**src/rtl/dec_converter_arbiter_if.sv**
```systemverilog
// Request, source and converter-side signals of the shared decode-path width converter arbiter.
// The master modport is the arbiter's view; slave is the view of the channels and converter around it.
interface dec_converter_arbiter_if #(
    parameter int NumChannels    = 4,
    parameter int InputDataWidth = 32,
    parameter int LengthWidth    = 16
);
    logic [NumChannels-1:0]                iReq;
    logic [NumChannels*LengthWidth-1:0]    iLength;
    logic [NumChannels-1:0]                iSrcDataValid;
    logic [NumChannels*InputDataWidth-1:0] iSrcData;
    logic [NumChannels-1:0]                oSrcReady;
    logic [NumChannels-1:0]                oGrant;
    logic [NumChannels-1:0]                oDone;
    logic                                  oBusy;
    logic                                  oConvSrcValid;
    logic [InputDataWidth-1:0]             oConvSrcData;
    logic                                  iConvReady;
    logic                                  iConvDataValid;

    modport master (
        input  iReq, iLength, iSrcDataValid, iSrcData, iConvReady, iConvDataValid,
        output oSrcReady, oGrant, oDone, oBusy, oConvSrcValid, oConvSrcData
    );

    modport slave (
        output iReq, iLength, iSrcDataValid, iSrcData, iConvReady, iConvDataValid,
        input  oSrcReady, oGrant, oDone, oBusy, oConvSrcValid, oConvSrcData
    );
endinterface

```
**src/rtl/dec_converter_arbiter.sv**
```systemverilog
// Round-robin arbiter that lends the shared 32-to-16 converter to one channel per burst,
// muxes that channel's words in, and holds the grant until the converter has drained.
module dec_converter_arbiter #(
    parameter int NumChannels    = 4,
    parameter int InputDataWidth = 32,
    parameter int LengthWidth    = 16
) (
    input  logic                     iClock,
    input  logic                     iReset,
    dec_converter_arbiter_if.master  bus
);
    localparam int IdxWidth = (NumChannels > 1) ? $clog2(NumChannels) : 1;

    localparam logic [1:0] StIdle     = 2'd0;
    localparam logic [1:0] StTransfer = 2'd1;
    localparam logic [1:0] StDrain    = 2'd2;
    localparam logic [1:0] StDone     = 2'd3;

    logic [1:0]             state_q, state_d;
    logic [IdxWidth-1:0]    grantIdx_q, grantIdx_d;
    logic [IdxWidth-1:0]    pointer_q, pointer_d;
    logic [NumChannels-1:0] grant_q, grant_d;
    logic [LengthWidth-1:0] length_q, length_d;
    logic [LengthWidth-1:0] count_q, count_d;

    logic                   anyReq;
    logic [IdxWidth-1:0]    winIdx;
    logic [LengthWidth-1:0] winLength;
    logic [LengthWidth-1:0] countInc;
    logic                   inTransfer;
    logic                   srcValidG;
    logic                   accept;
    logic [NumChannels-1:0] srcReady;
    int                     cand;

    // Scan from the largest offset down so the nearest requester after the pointer wins.
    always_comb begin
        anyReq = |bus.iReq;
        winIdx = pointer_q;
        cand   = 0;
        for (int off = NumChannels; off >= 1; off--) begin
            cand = (int'(pointer_q) + off) % NumChannels;
            if (bus.iReq[IdxWidth'(cand)]) begin
                winIdx = IdxWidth'(cand);
            end
        end
        winLength = bus.iLength[int'(winIdx)*LengthWidth +: LengthWidth];
    end

    assign inTransfer = (state_q == StTransfer);
    assign srcValidG  = bus.iSrcDataValid[grantIdx_q];
    assign accept     = bus.oConvSrcValid & bus.iConvReady;
    assign countInc   = count_q + LengthWidth'(1);

    always_comb begin
        srcReady = '0;
        if (inTransfer && bus.iConvReady && srcValidG) begin
            srcReady[grantIdx_q] = 1'b1;
        end
    end

    assign bus.oSrcReady     = srcReady;
    assign bus.oConvSrcValid = inTransfer & srcValidG;
    assign bus.oConvSrcData  = inTransfer ?
                               bus.iSrcData[int'(grantIdx_q)*InputDataWidth +: InputDataWidth] : '0;
    assign bus.oGrant        = grant_q;
    assign bus.oDone         = (state_q == StDone) ? grant_q : '0;
    assign bus.oBusy         = (state_q != StIdle);

    // A zero-length grant passes through Drain so it spans two cycles and the converter is confirmed idle.
    always_comb begin
        state_d    = state_q;
        grantIdx_d = grantIdx_q;
        pointer_d  = pointer_q;
        grant_d    = grant_q;
        length_d   = length_q;
        count_d    = count_q;
        case (state_q)
            StIdle: begin
                if (anyReq) begin
                    grantIdx_d = winIdx;
                    length_d   = winLength;
                    count_d    = '0;
                    grant_d    = NumChannels'(1) << winIdx;
                    state_d    = (winLength == '0) ? StDrain : StTransfer;
                end
            end
            StTransfer: begin
                if (accept) begin
                    count_d = countInc;
                    if (countInc == length_q) begin
                        state_d = StDrain;
                    end
                end
            end
            StDrain: begin
                if (!bus.iConvDataValid) begin
                    state_d = StDone;
                end
            end
            default: begin
                grant_d   = '0;
                pointer_d = grantIdx_q;
                state_d   = StIdle;
            end
        endcase
    end

    always_ff @(posedge iClock or posedge iReset) begin
        if (iReset) begin
            state_q    <= StIdle;
            grantIdx_q <= '0;
            pointer_q  <= IdxWidth'(NumChannels - 1);
            grant_q    <= '0;
            length_q   <= '0;
            count_q    <= '0;
        end else begin
            state_q    <= state_d;
            grantIdx_q <= grantIdx_d;
            pointer_q  <= pointer_d;
            grant_q    <= grant_d;
            length_q   <= length_d;
            count_q    <= count_d;
        end
    end
endmodule

```
**src/flat_wrapper.sv**
```systemverilog
// flat-port wrapper written by rule: the top's interface ports become plain ports
module dec_converter_arbiter_flat 
#(
    parameter int NumChannels    = 4,
    parameter int InputDataWidth = 32,
    parameter int LengthWidth    = 16
)
  (iClock, iReset, bus_iReq, bus_iLength, bus_iSrcDataValid, bus_iSrcData, bus_iConvReady, bus_iConvDataValid, bus_oSrcReady, bus_oGrant, bus_oDone, bus_oBusy, bus_oConvSrcValid, bus_oConvSrcData);
  dec_converter_arbiter_if #(.NumChannels(NumChannels), .InputDataWidth(InputDataWidth), .LengthWidth(LengthWidth)) bus_i ();
  input  logic iClock;
  input  logic iReset;
  input wire logic [$bits(bus_i.iReq)-1:0] bus_iReq;
  input wire logic [$bits(bus_i.iLength)-1:0] bus_iLength;
  input wire logic [$bits(bus_i.iSrcDataValid)-1:0] bus_iSrcDataValid;
  input wire logic [$bits(bus_i.iSrcData)-1:0] bus_iSrcData;
  input wire logic [$bits(bus_i.iConvReady)-1:0] bus_iConvReady;
  input wire logic [$bits(bus_i.iConvDataValid)-1:0] bus_iConvDataValid;
  output wire logic [$bits(bus_i.oSrcReady)-1:0] bus_oSrcReady;
  output wire logic [$bits(bus_i.oGrant)-1:0] bus_oGrant;
  output wire logic [$bits(bus_i.oDone)-1:0] bus_oDone;
  output wire logic [$bits(bus_i.oBusy)-1:0] bus_oBusy;
  output wire logic [$bits(bus_i.oConvSrcValid)-1:0] bus_oConvSrcValid;
  output wire logic [$bits(bus_i.oConvSrcData)-1:0] bus_oConvSrcData;
  assign bus_i.iReq = bus_iReq;
  assign bus_i.iLength = bus_iLength;
  assign bus_i.iSrcDataValid = bus_iSrcDataValid;
  assign bus_i.iSrcData = bus_iSrcData;
  assign bus_i.iConvReady = bus_iConvReady;
  assign bus_i.iConvDataValid = bus_iConvDataValid;
  assign bus_oSrcReady = bus_i.oSrcReady;
  assign bus_oGrant = bus_i.oGrant;
  assign bus_oDone = bus_i.oDone;
  assign bus_oBusy = bus_i.oBusy;
  assign bus_oConvSrcValid = bus_i.oConvSrcValid;
  assign bus_oConvSrcData = bus_i.oConvSrcData;
  dec_converter_arbiter #(.NumChannels(NumChannels), .InputDataWidth(InputDataWidth), .LengthWidth(LengthWidth)) u_core (.iClock(iClock), .iReset(iReset), .bus(bus_i));
endmodule
```
**config.mk**
```make
export PLATFORM = sky130hd
export DESIGN_NAME = dec_converter_arbiter_flat
export DESIGN_NICKNAME = d
export VERILOG_FILES = /design/src/rtl/dec_converter_arbiter_if.sv /design/src/rtl/dec_converter_arbiter.sv /design/src/flat_wrapper.sv
export SDC_FILE = /design/constraint.sdc
export NUM_CORES = 1
export LEC_CHECK = 0
export CORE_AREA = 2 2 121 123
export DETAILED_ROUTE_END_ITERATION = 7
export DIE_AREA = 0 0 123 125
export MAX_ROUTING_LAYER = met4
export PLACE_DENSITY = 0.63
export SYNTH_ARGS = -nofsm -noshare
export SYNTH_HDL_FRONTEND = slang
export SYNTH_SLANG_ARGS = --single-unit
```
**constraint.sdc**
```tcl
create_clock -name iClock -period 5.8 [get_ports iClock]
set_input_delay 0.58 -clock iClock [delete_from_list [all_inputs] [get_ports iClock]]
set_output_delay 0.58 -clock iClock [all_outputs]
set_load 0.05 [all_outputs]
```
==> flow_summary.toml <==
[status]
outcome = "completed"

[route]
ant_nets = 0
drt-total-wl_um = 16400
vias_per_cell = 5.26
vias = 4568
drt_iter0_drc = 249
wl_per_cell_um = 18.8
drc = 0
drtPass1Iterations = 5

[cells_and_area]
final_common_cell = "clkdlybuf4s50_1"
area_growth_pct = 65.8
drive_gt1_share_pct = 8.61
antenna_cells = 0
ff_latch_area_um2 = 1050
nFillCells = 1375
layout_common_cells = "clkdlybuf4s50_1, nand2_1, dfrtp_1"
layout.nets = 893
multi_input_area_um2 = 2900

[power]
total_power_mw = 2.89
p_per_area_nw_per_um2 = 420
leakage_nw = 2.61
ir_drop_uv = 276

[yosys]
synth-seq-cells = 42
synth_cell_types = 54
async_reset_ff_share_pct = 100
synth_edf_count = 0
syn-num-nets = 672
yosysWarnings = 0
syn_inst = 463
syn_area_um2 = 4150
synth_flop_cell = "dfrtp_1"
ys_seq_area_share_pct = 25.4
synth.avg_cell_area_um2 = 8.96

[clock_network]
cts_resized = 0
clk_pin_slew_worst_paths_ns = 0.07
cts_tree = "built"
cts.sinks = 42
cts_max_level = 2
cts_buffers = 5
clock-root-buffer = "clkbuf_16"
clockBufferDepth = 2
postCtsHoldBufs = 0
clk_latency_ns = 0.28
post_cts.repair.setup_buffers = 0

[timing]
tightest_slew_ns = 1.23
finalSetupViolCount = 0
fmax_mhz = 261
hold_viol_final = 0
fin_skew_ns = 0.00936
rsz0062_at_grt = "no"
finalCritPeriodShare_pct = 65.9
period_minus_slack_ns = 3.82
slew_headroom_pct = 17.3
tns_ns = 0
maxSlewViolCount = 0

[min_path]
min_path_type = "register to register"

[setup_path]
crit_arrival_ns = 4.00
crit_type = "input port to register"
crit_top_cell = "a211oi_1"
required_ns = 5.98
end_kind = "register"
worstPathMaxFanout = 33
path_cells = "clkdlybuf4s50_1, o211ai_1, nand2_2, a211oi_1, o22ai_1, nor4_1, a211oi_1, o22a_1"
slowest_stage = "o211ai_1"
slowest_delay_ns = 1.00
start_kind = "input port"

[global_routing]
grt_max_degree = 43
grt_pass1_vias = 4700
overflow = 0
grt_pass1_wl_um = 25500
grt_antenna_before_repair = 0
grt_usage_pct = 21.7

[placed_design]
hpwl_um = 13100
port_buffers = 249
place_congestion = 0.953

[floorplanning]
dieArea_um2 = 15400
rows = 44
ios = 250
die_w_um = 123
start_util_pct = 29.2
core_um2 = 14200
die_y_um = 125

[job]
max_cap_violations = 0
cell type report:
cell class	instances	share of cell area [%]
clock buffers	5	1.82
clock inverters	3	0.273
inverters	8	0.436
multi-input cells	374	42.1
flip-flops and latches	42	15.3
well taps	184	3.35
repair buffers	253	36.7
cells in the mapped netlist, drive strengths merged (6+ instances only):
| cell | instances | area [um2] |
|---|---|---|
| a31oi | 7 | 43.8 |
| nor2 | 21 | 78.8 |
| and3 | 23 | 144 |
| nand2 | 55 | 209 |
| o22ai | 6 | 43.8 |
| xnor2 | 13 | 114 |
| dfrtp | 40 | 1000 |
| buf | 18 | 87.6 |
| o21ai | 37 | 185 |
| a21oi | 8 | 40.0 |
| nor4 | 10 | 75.1 |
| xor2 | 8 | 70.1 |
| nand2b | 9 | 56.3 |
| and2 | 38 | 238 |
| a211oi | 22 | 165 |
| nand3 | 13 | 65.1 |
| inv | 8 | 30.0 |
| o31ai | 15 | 113 |
| mux4 | 33 | 743 |
| clkbuf | 21 | 78.8 |
where the power goes:
group          leakage (nW)  switching [mW]  internal [mW]  total [mW]
Sequential            0.541           0.129          0.397       0.526
Combinational          1.99            1.21          0.881        2.09
Clock                0.0740           0.120          0.160       0.280
Total                  2.61            1.46           1.44        2.89
kinds of logic (layout without fill, tap and decap cells):
group,Yosys count,after routing,synth area share [%]
AND/OR/NAND/NOR,191,191,24.7
AO/OA/AOI/OAI,114,114,18.8
buffers and inverters,47,269,4.73
multiplexers,43,43,20.5
flip-flops,42,42,25.4
XOR/XNOR,21,21,4.43
adder cells (fa/ha/maj),5,5,1.51
worst paths after layout:
kind | cells after the start | start | to | slack [ns]
max | 8 | bus_iReq[0] | u_core.state_q[0]$_DFFE_PP0P_ | 1.98
min | 2 | u_core.length_q[3]$_DFFE_PP0P_ | u_core.length_q[3]$_DFFE_PP0P_ | 0.52
max reg2reg | 8 | u_core.pointer_q[0]$_DFFE_PP1N_ | u_core.state_q[0]$_DFFE_PP0P_ | 2.60
min reg2reg | 2 | u_core.length_q[3]$_DFFE_PP0P_ | u_core.length_q[3]$_DFFE_PP0P_ | 0.52
max in group asynchronous | 3 | iReset | u_core.grantIdx_q[0]$_DFFE_PP0P_ | 4.66
min in group asynchronous | 3 | iReset | u_core.count_q[0]$_DFFE_PP0P_ | 0.75
metrics by stage:
stage | instances | util, % | hold WS (ns) | worst slack (ns) | area [um2]
after global routing | 869 | 48.4 | 0.539 | 1.66 | 6880
final | 869 | 48.4 | 0.517 | 1.98 | 6880
after detailed placement | 861 | 47.4 | 0.502 | 1.76 | 6740
after floorplan | 463 | - | 0.468 | 2.68 | 4150
after global placement | 861 | 47.4 | 0.492 | 1.91 | 6740
after CTS | 869 | 48.4 | 0.516 | 2.06 | 6880
sequential cells by signal (all words and copies together) (netlist names):
name and cells:
u_core.pointer_q 2, u_core.grantIdx_q 2, u_core.state_q 2, u_core.length_q 16, u_core.count_q 16, u_core.bus.oGrant 4
worst max-delay path: cells and delay by family:
family          cells  cell delay [ns]
compound gates      5             1.96
simple gates        2             1.00
buf+inv             1             0.46
layer usage:
layer	share of wire, %	track usage [%]
met1	46	30.2
met2	47	32.8
met3	5.1	4.01
met4	2.0	5.15
met5	0	-
(Power assumes the default switching activity.)
